### config.mk
export PLATFORM = sky130hd
export DESIGN_NAME = hu_pipeline_skid
export DESIGN_NICKNAME = d
export VERILOG_FILES = /design/src/rtl/hu_pipeline_skid.sv
export SDC_FILE = /design/constraint.sdc
export NUM_CORES = 1
export LEC_CHECK = 0
export BUFFER_PORTS_ARGS = -buffer_cell sky130_fd_sc_hd__buf_4
export CAP_MARGIN = 5
export CORE_MARGIN = 5
export CORE_UTILIZATION = 50
export CTS_CLUSTER_DIAMETER = 100
export DETAILED_ROUTE_END_ITERATION = 8
export GPL_ROUTABILITY_DRIVEN = 0
export PLACE_DENSITY = 0.85
export SLEW_MARGIN = 0
export SYNTH_ARGS = -nofsm -noshare
export SYNTH_HDL_FRONTEND = slang
export SYNTH_SLANG_ARGS = --single-unit
### constraint.sdc
create_clock -name clk -period 1.3 [get_ports clk]
set_input_delay 0.13 -clock clk [delete_from_list [all_inputs] [get_ports clk]]
set_output_delay 0.13 -clock clk [all_outputs]
set_load 0.1 [all_outputs]
### src/rtl/hu_pipeline_skid.sv
// hu_pipeline_skid
//   Two-entry elastic stage (main + skid register) with a valid/ready
//   handshake. Every output is registered, and there is no combinational
//   path from out_ready to in_ready, so a stalling consumer can be
//   decoupled from a stalling producer.
//
// Ports
//   clk        pipeline clock, rising edge
//   rst        synchronous reset, active-high (highest priority)
//   flush      synchronous discard of all held words
//   in_data    upstream word, sampled only on an input transfer
//   in_valid   upstream word present
//   in_ready   stage can accept a word this cycle
//   out_data   oldest held word (main register)
//   out_valid  out_data holds a valid word
//   out_ready  downstream accepts out_data this cycle
//   level      number of words held (0..2)
module hu_pipeline_skid #(
    parameter type regtype = logic [7:0]
) (
    input  logic       clk,
    input  logic       rst,
    input  logic       flush,
    input  regtype     in_data,
    input  logic       in_valid,
    output logic       in_ready,
    output regtype     out_data,
    output logic       out_valid,
    input  logic       out_ready,
    output logic [1:0] level
);

    typedef enum logic [1:0] {
        EMPTY = 2'd0,
        BUSY  = 2'd1,
        FULL  = 2'd2
    } state_t;

    state_t     state;
    regtype     main_q;
    regtype     skid_q;
    logic       out_valid_q;
    logic       in_ready_q;
    logic [1:0] level_q;

    always_ff @(posedge clk) begin
        if (rst) begin
            state       <= EMPTY;
            main_q      <= '0;
            skid_q      <= '0;
            out_valid_q <= 1'b0;
            in_ready_q  <= 1'b1;
            level_q     <= 2'd0;
        end else if (flush) begin
            // Words offered on this edge are dropped; data registers keep
            // their stale contents since out_valid masks them.
            state       <= EMPTY;
            out_valid_q <= 1'b0;
            in_ready_q  <= 1'b1;
            level_q     <= 2'd0;
        end else begin
            case (state)
                EMPTY: begin
                    if (in_valid) begin
                        main_q      <= in_data;
                        state       <= BUSY;
                        out_valid_q <= 1'b1;
                        level_q     <= 2'd1;
                    end
                end
                BUSY: begin
                    if (in_valid && out_ready) begin
                        main_q <= in_data;
                    end else if (in_valid) begin
                        skid_q     <= in_data;
                        state      <= FULL;
                        in_ready_q <= 1'b0;
                        level_q    <= 2'd2;
                    end else if (out_ready) begin
                        state       <= EMPTY;
                        out_valid_q <= 1'b0;
                        level_q     <= 2'd0;
                    end
                end
                FULL: begin
                    if (out_ready) begin
                        main_q     <= skid_q;
                        state      <= BUSY;
                        in_ready_q <= 1'b1;
                        level_q    <= 2'd1;
                    end
                end
                default: begin
                    state       <= EMPTY;
                    out_valid_q <= 1'b0;
                    in_ready_q  <= 1'b1;
                    level_q     <= 2'd0;
                end
            endcase
        end
    end

    // in_ready_q is pre-set to 1 while rst is held so the stage is ready the
    // first cycle after rst drops; the rst gate keeps it low during reset.
    assign in_ready  = in_ready_q & ~rst;
    assign out_data  = main_q;
    assign out_valid = out_valid_q;
    assign level     = level_q;

endmodule

==> run_results.csv, run 1 <==
group,metric,value,unit
outcome,status,"finished clean",
finish,drive_gt1_frac,0.3858,
drt,highest_layer,"met4",
placed_design,io_buffers,24,
sta,relSlewSlack,0.7290,
die,ioPinCount,25,
drt,antenna_left,0,
job,cap_violations,0,
drt,drt_iter0_drc,15,
critical_path,arrival,1.51,ns
logic_synthesis,synth_area,960.9,um^2
finish,syn2layout_area_growth,31.51,%
global_route,grt-ovfl-total,0,
clocking,clk_path_buf_depth,2,
finish,final_core_util,0.7088,
sta,hold_viol,0,
die,initial_core_util,0.5389,
finish,diodes,0,
clocking,root_buffer,"clkbuf_4",
logic_synthesis,ys_ff_latch,20,
critical_path,cp-end-kind,"flop",
logic_synthesis,yosysUniqueCellTypes,28,
die,die-area,0.002899,mm^2
sta,post-route-period-util,0.9844,
placed_design,hpwl,1632,um
power_and_ir_drop,ir_worst_vdd,0.6709,mV
clocking,holdBufCountCts,0,
clocking,htree_levels,1,
drt,wl_met3,128,um
die,die_w,53.84,um
critical_path,startpoint_type,"flop",
drt,met2_length,1202,um
clocking,worst_skew_pair.late_latency,0.31,ns
clocking,clkTransAtPathRegs,0.12,ns
global_route,grt_pass1_wl,3877,um
drt,vias,915,
sta,rsz0062_at_grt,"true",
die,rows,15,
sta,final.setup.tns,0,ns
drt,m1WireLength,1106,um
sta,max_freq,0.7815,GHz
global_route,antenna_found_initial,0,
logic_synthesis,netlist_top_cells_count,"dfxtp_1 (20), a211oi_1 (16), a21oi_1 (10), o21ai_0 (9)",
power_and_ir_drop,p_per_area,1208,mW/mm^2
drt,drc,0,
drt,viasPerCell,6.020,
placed_design,dp_worst_setup_slack,-0.04706,ns
logic_synthesis,synth_edf_count,0,
power_and_ir_drop,p_leak,0.5080,nW
logic_synthesis,synth-main-ff-cell,"dfxtp_1",
logic_synthesis,synthArstFlopShare,0,
die,die_height,53.84,um
clocking,clock-sinks,20,
logic_synthesis,yosys.area.top_type_share,0.4167,
drt,wl_per_cell,16.27,um
clocking,tritoncts,"built",
critical_path,cp_max_fo,8,
critical_path,reg2regPathDepth,3,
logic_synthesis,syn_nets,116,
drt,dr.pass1.iters,4,
drt,wl,2473,um
global_route,grtUsageTotal,0.1853,
sta,worstMarginPinSlew,0.4060,ns
sta,worst_slack,0.02033,ns
global_route,first_global_vias,828,
logic_synthesis,synth.area.top_cells,"dfxtp_1 (42%), a211oi_1 (13%), mux2i_1 (8.3%)",
sta,clock-skew-final,0.004196,ns
sta,period_needed,1.280,ns
min_path,hp-class,"input port to flop",
sta,finalMaxSlewViolations,0,
global_route,grt_max_degree,20,
critical_path,worstSetupPathType,"flop to flop",
die,coreArea,0.001783,mm^2
finish,final_nets,141,
min_path,hold_depth,2,
logic_synthesis,yosysWarnings,0,
sta,finalSetupViolations,0,
logic_synthesis,yosysSeqAreaShare,0.4167,
logic_synthesis,syn_avg_cell_area,9.329,um^2
clocking,cts_buffers,3,
sta,worst_hold_slack,0.05783,ns
logic_synthesis,post-synth-top-count-cell,"dfxtp_1",
critical_path,required,1.53,ns
logic_synthesis,yosysTopAreaCell,"dfxtp_1",
logic_synthesis,syn_inst,103,
critical_path,r2r_slack,0.02,ns
## final timing paths
check | from | end
worst min register to register | skid_q[6]$_SDFFE_PP0P_ | skid_q[6]$_SDFFE_PP0P_
worst max register to register | level[1]$_SDFFE_PP0P_ | out_data[7]$_SDFFE_PP0P_
worst max-delay path | level[1]$_SDFFE_PP0P_ | out_data[7]$_SDFFE_PP0P_
worst min-delay path | out_ready | level[1]$_SDFFE_PP0P_
## registers in the layout, indices dropped and copies added (netlist names)
name        cells
out_data        8
level           2
in_ready_q      1
skid_q          8
out_valid       1
## worst max-delay path, cell delays in order (launching register included)
cell      delay, ns
dfxtp_4        0.41
mux2_4         0.34
a21o_4         0.25
a211oi_1       0.20
## per-stage QoR
stage               power (mW)  instance area (um^2)  cells
detailed placement       1.071                  1156    146
global route             1.577                  1264    152
global placement         1.064                  1156    146
floorplan               0.9740                 982.2    103
finish                   1.526                  1264    152
CTS                      1.512                  1230    152
## cells by family (layout without fill, tap and decap cells)
group / after synthesis / count (layout) / synth area share
compound gates: 40 / 40 / 0.2734
flops: 20 / 20 / 0.4167
simple gates: 24 / 24 / 0.1549
mux: 9 / 10 / 0.09896
buf+inv: 10 / 33 / 0.05598
## power by group
part / internal [mW] / switching (mW)
clock network: 0.235 / 0.212
registers: 0.639 / 0.0199
logic: 0.116 / 0.305
total: 0.990 / 0.536
## routing by layer
metal | up-vias | global-route usage
met5 | - | 0
met4 | 0 | 0.08085
met3 | 4 | 0.04155
met2 | 24 | 0.3004
met1 | 446 | 0.2331
li1 | 441 | -
## cell type report
type,instances,area [um^2]
clock buffers,4,47.55
fillers,141,519.2
inverters,1,3.754
multi-input cells,74,558.0
flip-flops and latches,20,409.1
well taps,25,31.28
repair buffers,28,214.0
## layout by cell type (no fill, tap or decap), types with 3 or more instances in the layout
cell type and n:
a211oi_1 12, dfxtp_1 17, clkbuf_4 3, a21oi_1 10
a211oi_2 4, buf_4 27, nand3_1 8, mux2i_1 6
o21ai_0 9
## repair_timing
item | in CTS | in global routing
pin swaps | 0 | 0
resized for setup | 2 | 9
setup buffers | 1 | 0
setup endpoints to repair | 8 | 10
cloned | 1 | 0
Power figures use the tool's default switching activity.
==> run 2, diff against run 1 <==
- ABC_AREA: default -> 1
- CORE_UTILIZATION: 50 -> 51
- PLACE_DENSITY: 0.85 -> 0.86
==> run_results.csv, run 2 <==
group,metric,value,unit
die,die-area,0.002921,mm^2
finish,final_area,0.001219,mm^2
drt,vias,1013,
finish,diodes,0,
clocking,root_buffer,"clkbuf_4",
logic_synthesis,synth_simple_gate_area_frac,0.4324,
die,ioPinCount,25,
die,rows,16,
logic_synthesis,yosysUniqueCellTypes,18,
sta,max_freq,0.8176,GHz
power_and_ir_drop,p_leak,0.6385,nW
sta,post-route-period-util,0.9408,
logic_synthesis,synth_area,989.7,um^2
logic_synthesis,synth_xor_area_frac,0,
clocking,holdBufCountCts,0,
global_route,grt_pass1_wl,3808,um
clocking,cts_buffers,3,
outcome,status,"finished clean",
sta,clock-skew-final,0.008293,ns
finish,drive_gt1_frac,0.2090,
power_and_ir_drop,ir_worst_vdd,0.6717,mV
clocking,clock-sinks,20,
die,initial_core_util,0.5204,
logic_synthesis,synth_compound_area_frac,0.06574,
finish,fillers,168,
drt,viasPerCell,4.966,
logic_synthesis,yosys.area.top_type_share,0.4046,
finish,regArea,407.9,um^2
sta,hold_viol,0,
logic_synthesis,netlist_top_cells_count,"nand2_1 (41), nor2_1 (31), dfxtp_1 (20), inv_1 (15), o21ai_0 (12)",
sta,finalMaxSlewViolations,0,
critical_path,cp-end-kind,"output port",
critical_path,cp_max_fo,2,
min_path,hold_start,"in_data[4]",
clocking,post_cts_resized,0,
logic_synthesis,synth.area.top_cells,"dfxtp_1 (40%), nand2_1 (16%), nor2_1 (12%)",
sta,relSlewSlack,0.6193,
sta,worstMarginPinSlew,0.5710,ns
die,die_w,54.05,um
critical_path,required,1.17,ns
critical_path,cpPeakStageDelay,0.35,ns
placed_design,io_buffers,24,
drt,wl_per_cell,11.33,um
drt,drt_iter0_drc,35,
power_and_ir_drop,p_per_area,1080,mW/mm^2
logic_synthesis,muxShareOfSynthArea,0,
job,cap_violations,0,
finish,final_nets,191,
min_path,hold_depth,3,
clocking,worst_skew_pair.late_latency,0.31,ns
critical_path,arrival,1.09,ns
sta,rsz0062_at_grt,"false",
logic_synthesis,syn_nets,167,
global_route,grt_max_degree,17,
die,die_height,54.05,um
critical_path,cp-startpoint,"in_ready_q$_SDFFE_PP1P_",
critical_path,r2r-start,"level[0]$_SDFFE_PP0P_",
logic_synthesis,syn_inst,154,
logic_synthesis,syn_avg_cell_area,6.427,um^2
finish,final_core_util,0.6408,
finish,syn2layout_area_growth,23.14,%
logic_synthesis,yosysSeqAreaShare,0.4046,
critical_path,r2r_end,"out_data[7]$_SDFFE_PP0P_",
placed_design,hpwl,1769,um
logic_synthesis,synthArstFlopShare,0,
finish,final_cell_mix,"nand2_1 (41), nor2_1 (30), buf_4 (25)",
logic_synthesis,synth_top_family_by_area,"simple AND/OR/NAND/NOR gates",
logic_synthesis,synth-main-ff-cell,"dfxtp_1",
critical_path,reg2regPathDepth,6,
logic_synthesis,synth_edf_count,0,
sta,finalSetupViolations,0,
critical_path,cp_cell_sequence,"inv_1 -> nor2_2 -> buf_4",
clocking,htree_levels,1,
drt,antenna_left,0,
placed_design,dpl_cell_area,0.001185,mm^2
min_path,hp-class,"input port to flop",
critical_path,startpoint_type,"flop",
logic_synthesis,ys_ff_latch,20,
global_route,grt-ovfl-total,0,
min_path,min_to,"skid_q[4]$_SDFFE_PP0P_",
clocking,clk_path_buf_depth,2,
global_route,first_global_vias,939,
critical_path,worstSetupPathType,"flop to output port",
drt,drc,0,
logic_synthesis,yosysWarnings,0,
clocking,postCtsSetupBuffers,0,
clocking,tritoncts,"built",
critical_path,crit_path_top_delay_cell,"dfxtp_1",
finish,layout_commonest_cell,"nand2_1",
global_route,grtUsageTotal,0.1789,
critical_path,critPathBufInv,2,
drt,wl,2311,um
critical_path,crit_family,"flip-flops",
clocking,clkTransAtPathRegs,0.12,ns
logic_synthesis,yosys.area_share.adder,0,
die,coreArea,0.001902,mm^2
logic_synthesis,post-synth-top-count-cell,"nand2_1",
logic_synthesis,yosysTopAreaCell,"dfxtp_1",
global_route,antenna_found_initial,0,
critical_path,r2r_slack,0.14,ns
finish,multi_input_area,503.0,um^2
sta,period_needed,1.223,ns
drt,dr.pass1.iters,4,
## run 2: cell count changes after synthesis, moves of 8 or more
cell | previous run | this run
nor2_1 | 2 | 31
inv_1 | 1 | 15
a211oi_1 | 16 | 0
mux2i_1 | 8 | 0
a21oi_1 | 10 | 1
nor3_1 | 1 | 9
nand2_1 | 2 | 41
## run 2: per-layer routing
| layer | routed length (um) | vias to the layer above | track usage |
|---|---|---|---|
| li1 | - | 524 | - |
| met1 | 916 | 437 | 0.1890 |
| met2 | 1175 | 44 | 0.3246 |
| met3 | 152 | 8 | 0.01939 |
| met4 | 66 | 0 | 0.1286 |
| met5 | 0 | - | 0 |
## run 2: layout make-up
class | count | area share
Inverter | 16 | 0.04928
Sequential cell | 20 | 0.3347
Multi-Input combinational cell | 112 | 0.4127
Timing Repair Buffer | 25 | 0.1540
Tap cell | 27 | 0.02772
Clock buffer | 4 | 0.02156
## run 2: worst max path at each step
stage / slack [ns] / end / cells after the start
final: 0.08 / in_ready / 3
after global routing: 0.02 / out_data[3]$_SDFFE_PP0P_ / 6
after CTS: 0.08 / in_ready / 3
after detailed placement: 0.14 / skid_q[2]$_SDFFE_PP0P_ / 5
after global placement: 0.19 / skid_q[7]$_SDFFE_PP0P_ / 5
after floorplan: -0.02 / in_ready_q$_SDFFE_PP1P_ / 7
## run 2: cells by family after synthesis
logic type | after synthesis
and+or+nand+nor | 99
AOI/OAI and AO/OA | 13
DFF | 20
buffers and inverters | 22
## run 2: worst reg2reg max path: stages (launching register included)
cell     delay, ns
dfxtp_4       0.40
inv_1         0.13
nand2_1       0.21
nand2_1       0.12
nand2_1       0.05
nor2_1        0.10
nor2_1        0.06
## run 2: report_power, final
part | total (mW) | leakage (nW) | switching, mW | internal, mW
Clock | 0.313 | 0.0150 | 0.193 | 0.120
Sequential | 0.651 | 0.165 | 0.0164 | 0.635
Combinational | 0.352 | 0.459 | 0.263 | 0.0891
## run 2: metrics by stage
stage	hold slack (ns)	std cells	setup TNS, ns	power (mW)	setup WS (ns)
detailed placement	0.3982	200	0	1.014	0.1412
global placement	0.3781	200	0	1.008	0.1923
finish	0.08208	204	0	1.316	0.07697
CTS	0.08016	204	0	1.317	0.08184
global route	0.08095	204	0	1.375	0.02159
floorplan	0.2721	154	-0.03987	0.9293	-0.02296
